[src/rtl/noc_pkg.sv]
// Shared NoC router constants and enumerations.
package noc_pkg;

  localparam int NUM_PORTS = 5;
  localparam int FLIT_W    = 16;

  typedef enum logic [2:0] {NORTH, EAST, SOUTH, WEST, LOCAL} port_idx_t;

  typedef enum logic {IDLE, LOCKED} arb_state_t;

endpackage

[src/rtl/noc_rr_picker.sv]
// Combinational rotating-priority encoder: the first set request at or after ptr_i wins.
module noc_rr_picker
  import noc_pkg::*;
#(
  parameter int N  = NUM_PORTS,
  parameter int PW = (N > 1) ? $clog2(N) : 1
) (
  input  logic [N-1:0]  req_i,
  input  logic [PW-1:0] ptr_i,
  output logic [PW-1:0] winner_o,
  output logic          vld_o
);

  always_comb begin
    int   idx;
    logic found;
    idx      = 0;
    found    = 1'b0;
    winner_o = '0;
    for (int k = 0; k < N; k++) begin
      idx = int'(ptr_i) + k;
      if (idx >= N) idx = idx - N;
      if (!found && req_i[idx]) begin
        winner_o = PW'(idx);
        found    = 1'b1;
      end
    end
    vld_o = found;
  end

endmodule

[src/rtl/noc_output_arbiter.sv]
// Per-output-port wormhole round-robin arbiter; NOC_ARB_STATS_EN adds a
// saturating tail-flit packet counter on pkt_cnt_o.
module noc_output_arbiter
  import noc_pkg::*;
#(
  parameter int NUM_IN = NUM_PORTS,
  parameter int FLIT_W = noc_pkg::FLIT_W,
  parameter int CNT_W  = 16
) (
  input  logic                     clk,
  input  logic                     rst,
  input  logic [NUM_IN-1:0]        req_i,
  input  logic [NUM_IN-1:0]        last_i,
  input  logic [NUM_IN*FLIT_W-1:0] data_i,
  input  logic                     out_full_i,
  output logic [NUM_IN-1:0]        grant_o,
  output logic                     port_en_o,
  output logic [FLIT_W-1:0]        data_o,
  output logic                     busy_o
`ifdef NOC_ARB_STATS_EN
  ,output logic [CNT_W-1:0]        pkt_cnt_o
`endif
);

  localparam int PTR_W = (NUM_IN > 1) ? $clog2(NUM_IN) : 1;

  arb_state_t       state_q, state_d;
  logic [PTR_W-1:0] owner_q, owner_d;
  logic [PTR_W-1:0] rr_ptr_q, rr_ptr_d;
  logic [PTR_W-1:0] pick_idx;
  logic             pick_vld;

  function automatic logic [PTR_W-1:0] next_ptr(input logic [PTR_W-1:0] p);
    return (p == PTR_W'(NUM_IN - 1)) ? '0 : p + 1'b1;
  endfunction

  noc_rr_picker #(
    .N  (NUM_IN),
    .PW (PTR_W)
  ) u_picker (
    .req_i    (req_i),
    .ptr_i    (rr_ptr_q),
    .winner_o (pick_idx),
    .vld_o    (pick_vld)
  );

  always_ff @(posedge clk) begin
    if (rst) begin
      state_q  <= IDLE;
      owner_q  <= '0;
      rr_ptr_q <= '0;
    end else begin
      state_q  <= state_d;
      owner_q  <= owner_d;
      rr_ptr_q <= rr_ptr_d;
    end
  end

  // The owner holds the port across stalls and request gaps until its tail leaves.
  always_comb begin
    state_d   = state_q;
    owner_d   = owner_q;
    rr_ptr_d  = rr_ptr_q;
    grant_o   = '0;
    busy_o    = 1'b0;
    port_en_o = 1'b0;
    data_o    = '0;
    case (state_q)
      IDLE: begin
        if (pick_vld) begin
          owner_d = pick_idx;
          state_d = LOCKED;
        end
      end
      LOCKED: begin
        grant_o[owner_q] = 1'b1;
        busy_o           = 1'b1;
        if (req_i[owner_q] && !out_full_i) begin
          port_en_o = 1'b1;
          data_o    = data_i[int'(owner_q)*FLIT_W +: FLIT_W];
          if (last_i[owner_q]) begin
            state_d  = IDLE;
            rr_ptr_d = next_ptr(owner_q);
          end
        end
      end
      default: state_d = IDLE;
    endcase
  end

`ifdef NOC_ARB_STATS_EN
  logic [CNT_W-1:0] pkt_cnt_q;
  logic             tail_xfer;

  function automatic logic [CNT_W-1:0] sat_inc(input logic [CNT_W-1:0] v);
    return (&v) ? v : v + 1'b1;
  endfunction

  assign tail_xfer = port_en_o && last_i[owner_q];

  always_ff @(posedge clk) begin
    if (rst)            pkt_cnt_q <= '0;
    else if (tail_xfer) pkt_cnt_q <= sat_inc(pkt_cnt_q);
  end

  assign pkt_cnt_o = pkt_cnt_q;
`endif

  a_params:       assert property (@(posedge clk) disable iff (rst) (NUM_IN >= 2) && (CNT_W >= 1));
  a_grant_onehot: assert property (@(posedge clk) disable iff (rst) $onehot0(grant_o));
  a_en_not_full:  assert property (@(posedge clk) disable iff (rst) port_en_o |-> !out_full_i);
  a_en_busy:      assert property (@(posedge clk) disable iff (rst) port_en_o |-> busy_o);
  a_rr_legal:     assert property (@(posedge clk) disable iff (rst) int'(rr_ptr_q) < NUM_IN);

endmodule

[config.mk]
export PLATFORM = sky130hd
export DESIGN_NAME = noc_output_arbiter
export DESIGN_NICKNAME = d
export VERILOG_FILES = /design/src/rtl/noc_pkg.sv /design/src/rtl/noc_rr_picker.sv /design/src/rtl/noc_output_arbiter.sv
export SDC_FILE = /design/constraint.sdc
export NUM_CORES = 1
export LEC_CHECK = 0
export CAP_MARGIN = 20
export CORE_AREA = 2 2 77 79
export DETAILED_ROUTE_END_ITERATION = 8
export DIE_AREA = 0 0 79 81
export GPL_ROUTABILITY_DRIVEN = 0
export PLACE_DENSITY_LB_ADDON = 0.25
export SLEW_MARGIN = 5
export SYNTH_ARGS = -nofsm -noshare
export SYNTH_HDL_FRONTEND = slang
export SYNTH_HIERARCHICAL = 1
export SYNTH_SLANG_ARGS = --single-unit
[constraint.sdc]
create_clock -name clk -period 4.05 [get_ports clk]
set_clock_uncertainty 0.05 [all_clocks]
set_input_delay 1.215 -clock clk [delete_from_list [all_inputs] [get_ports clk]]
set_output_delay 1.215 -clock clk [all_outputs]
set_load 0.005 [all_outputs]
After elaboration in Yosys (flattened, before gate mapping)
Cells that the tools add are included.

storage, ports and cells
  logic and storage cells = 88
  input port bits = 93
  output and inout bits = 23
  register bits after elaboration = 7

operators by class
  multiplexer cells = 47
  shift-type cells = 1
  $lt $le $gt $ge = 12
  reduce and logical (&&, ||, !) cells = 13
  equality and inequality tests = 1
  add/subtract/negate cells = 10
  bitwise gates (word level) = 1

operator list
  operator                                                            number
  less-than comparator 32 x 5 -> 1 bit, second input constant         5
  2-to-1 mux 32 bit                                                   5
  greater-or-equal comparator 32 x 4 -> 1 bit, second input constant  4
  subtractor 32 x 4 -> 32 bit, second input constant                  4
  variable part select 80 x 8 -> 16 bit                               1
  2-to-1 mux 16 bit                                                   2
  2-to-1 mux 1 bit                                                    24
  binary-select mux 1 bit (select 3 bit)                              7
  2-to-1 mux 3 bit                                                    6
  adder 3 x 2 -> 4 bit, second input constant                         2
  logical AND 1 bit                                                   6
  zero test 1 bit                                                     5
  2-to-1 mux 5 bit                                                    1
  adder 3 x 1 -> 4 bit, second input constant                         1
  adder 3 x 3 -> 4 bit, second input constant                         1
  less-than comparator 3 x 4 -> 1 bit, second input constant          1
  subtractor 3 x 3 -> 4 bit, second input constant                    1
  adder 3 x 1 -> 3 bit, second input constant                         1
  demux 1 bit (select 3 bit)                                          1
  equality test 3 bit, second input constant                          1
  greater-or-equal comparator 3 x 1 -> 1 bit, second input constant   1
  greater-or-equal comparator 3 bit, second input constant            1
  AND reduction 3 bit                                                 1
  case mux 1 bit (2 select lines)                                     1
  other kinds (2)                                                     2

Depth between registers and ports, before layout
  depth after elaboration = 20
  gate-level depth with buffers = 16
  gate-level depth less buffers = 15

Cells and area by module
Netlist, hierarchy kept.

by module, submodules not included
  module              times used  area each (µm²)  sequential area each (µm²)  cells an instance
  noc_output_arbiter  1           1,142.3          140.1                       157
  noc_rr_picker       1           1,102.3          0.0                         139

Worst setup path before layout
OpenSTA, ideal clock, no wires.

  kind = in2out
  from = in req_i[3]
  to = out data_o[10]
  data required time = 2.785 ns
  cell stages on the path = 5
  data arrival time = 2.245 ns
  slack = 0.540 ns
  cell sequence = mux4_2 -> a21o_1 -> nand2_2 -> buf_2 -> nor2_1

between the ends
  longest elaborated chain between the ends = 5

RTL lines
  what                                    line                      source
  from (decl)                             noc_output_arbiter.sv:12  input logic [NUM_IN-1:0] req_i,
  binary-select mux 1 bit (select 3 bit)  noc_output_arbiter.sv:78  if (req_i[owner_q] && !out_full_i) begin
  2-to-1 mux 1 bit (not written as such)  noc_output_arbiter.sv:78
  logical AND 1 bit                       noc_output_arbiter.sv:78
  2-to-1 mux 16 bit                       noc_output_arbiter.sv:78
  2-to-1 mux 16 bit                       noc_output_arbiter.sv:68  case (state_q)
  to (decl)                               noc_output_arbiter.sv:18  output logic [FLIT_W-1:0] data_o,

No other way between the ends. The select of a mux whose other input is x is not followed.

Final worst setup path
  from = in req_i[0]
  to = out data_o[0]

The elaborated chain is that of the path after synthesis.

==> metrics <==
status finished, final reports clean; total congestion overflow 0; port buffer count between 100 and 150; initial antenna violation count 0; number of global-route vias before repair 2664; Max FO, Critical Path 8; path depth of the worst reg2reg path 12; Final Instance Area 3660 sq um; later-pin clock latency in the skew report ~0.22 ns; Pwr Total slightly below 0.7 mW; crit start category input pin; Top Family by Delay on Critical Path buffers and inverters; TritonRoute pass-1 iters 6; endpoints failing hold 0; Core Util, Final 64.5%; slowest library cell on the worst path mux4_2; ys async rst share 0%; Synth Net Count around 400; placed cell area roughly 3500 sq um; Root Buffer clkbuf_8; hpwl dp 6640 um; R2R setup slack 0.59 ns; Seq/Total Area, Yosys under 10%; HP Start state_q; Die W 79 um; Final TNS setup 0 ns; final setup vio count 0; Bufs on Longest Clock Path 2; hold_ws 0.519 ns; std cell rows 28; flops & latches, synth 7; kind of critical path input pin to output pin; Hold Path Class flip-flop to flip-flop; Setup WS pre-CTS -0.525 ns; post-detailed-route wirelength per cell 17.6 um; P per Cell Area 188 nW/um^2; post-synthesis area per instance 7.58 sq um; diode count 0; largest net degree at the start of global routing 27; Antenna Nets Post-Route 0; number of synthesized flops with an enable pin 0; RSZ-0062 raised after global routing no; worst-margin pin slew roughly 0.61 ns; total wire length 8800 um; vias 2808; H-tree Lvls 1; period utilisation layout between 90% and 100%; top_reg_cell synth dfxtp_1; final setup margin ~0.043 ns; residual DRC count 0; share of layout cells above drive strength 1 16.7%; gr usage total 26.3%; most frequent cells in the layout clkdlybuf4s50_1 (94), nor2_1 (43), buf_4 (28), mux2i_1 (27); YS warnings 6; global-route wire length before repair 13500 um; die area 6400 sq um; NumNets Final 531; P_leak 1.48 nW; placed insts between 400 and 500; maxcap violations 0; WP buf/inv 3; CTS buffer count 3; area delta synth->final 63.1%; Max Slew Vio Count 0; worst setup path startpoint req_i[0]; die height a little over 80 um; Clock Pin Slew Worst Setup and Hold Paths approximately 0.040 ns; Highest Clock Rate between 200 and 250 MHz; crit-path cells clkdlybuf4s15_2 > mux4_2 > a21o_4 > nand2_4 > buf_4 > nor2_1 > dlygate4sd2_1; Hold Path End state_q; Syn Inst Count 296; fin crit period 4.01 ns; Worst Hold Depth 2; WP data required 2.78 ns; RR Startpoint rr_ptr_q[0]; Relative slew margins 59.6%; final non-filler cell total 499; commonest non-fill, non-tap cell in the layout clkdlybuf4s50_1; r2r endpoint owner_q[0]; Layout fillers roughly 500; Worst Path Arrival between 2 and 3 ns; TritonCTS clock tree done; # IOs 116; Worst setup EP type output pin; vias per cell ~5.6; max incr delay on CP just under 0.5 ns; Sinks on Clock Net 7; synthesized area between 2000 and 2500 sq um; Iter 0 DRT Violations 164; synth unique cells 62; Initial Utilization 39.6%; CORE AREA 5680 sq um; Peak supply drop roughly 0.11 mV
## cells in the mapped netlist (all sizes together) (5+ instances only)
cell type  number  area share, %
nand2b          9            2.5
nor2b          11            3.1
nand2          16            2.8
mux2i          28             13
a21oi          14            3.3
clkbuf          6            1.0
nor3           11            2.5
dfxtp           7            6.2
nor2           43            7.2
buf            14            4.5
ha             13            7.2
o22ai          12            3.3
mux2           11            6.0
o21ai           9            2.0
o32a           11            4.9
a221oi          5            2.0
inv            13            2.2
## flip-flops by register name (all words and copies together) (netlist names)
signal / cells
rr_ptr_q: 3
state_q: 1
owner_q: 3
## power breakdown
group	switching [mW]	leakage [nW]	internal, mW
clock	0.0291	0.0228	0.0680
sequential	0.0125	0.0575	0.0750
combinational	0.228	1.40	0.275
## repair_timing
item,CTS,global route
gates resized for setup,36,8
setup buffers,8,0
endpoints found under the setup margin,17,4
hold buffers,0,0
pin swaps,2,0
cloned,1,0
## layout make-up
cell class	instances	area [sq um]	area share (%)
inverters	14	52.6	1.44
flip-flops and latches	7	141	3.86
repair buffers	143	1320	36.2
clock buffers	4	45.0	1.23
multi-input cells	256	2000	54.8
well taps	75	93.8	2.56
## worst max path at each step
stage | endpoint | cells after the start
floorplan | data_o[10] | 5
global placement | data_o[7] | 6
detailed placement | data_o[7] | 6
CTS | data_o[8] | 7
global route | data_o[3] | 7
finish | data_o[0] | 7
## cells by family after synthesis
| family | count (synthesis) | synth area share [%] |
|---|---|---|
| AO/OA/AOI/OAI | 83 | 28.8 |
| flip-flops | 7 | 6.24 |
| AND/OR/NAND/NOR | 113 | 25.8 |
| adder cells (fa/ha/maj) | 13 | 7.25 |
| XOR/XNOR | 3 | 1.51 |
| buffers and inverters | 34 | 7.80 |
| multiplexers | 43 | 22.7 |
## tightest hold or removal path: stages, from the launching register on
cell and delay, ns:
dfxtp_1 0.35, nor2_1 0.12, nor3_1 0.04
## layer usage
metal,share of wire (%),vias to the layer above,GRT usage (%)
met4,2.0,0,6.90
met1,45,1305,36.3
met3,6.1,16,3.56
li1,-,1383,-
met5,0,-,0
met2,47,104,43.3
Note: power is estimated with default switching activity, not from simulation.
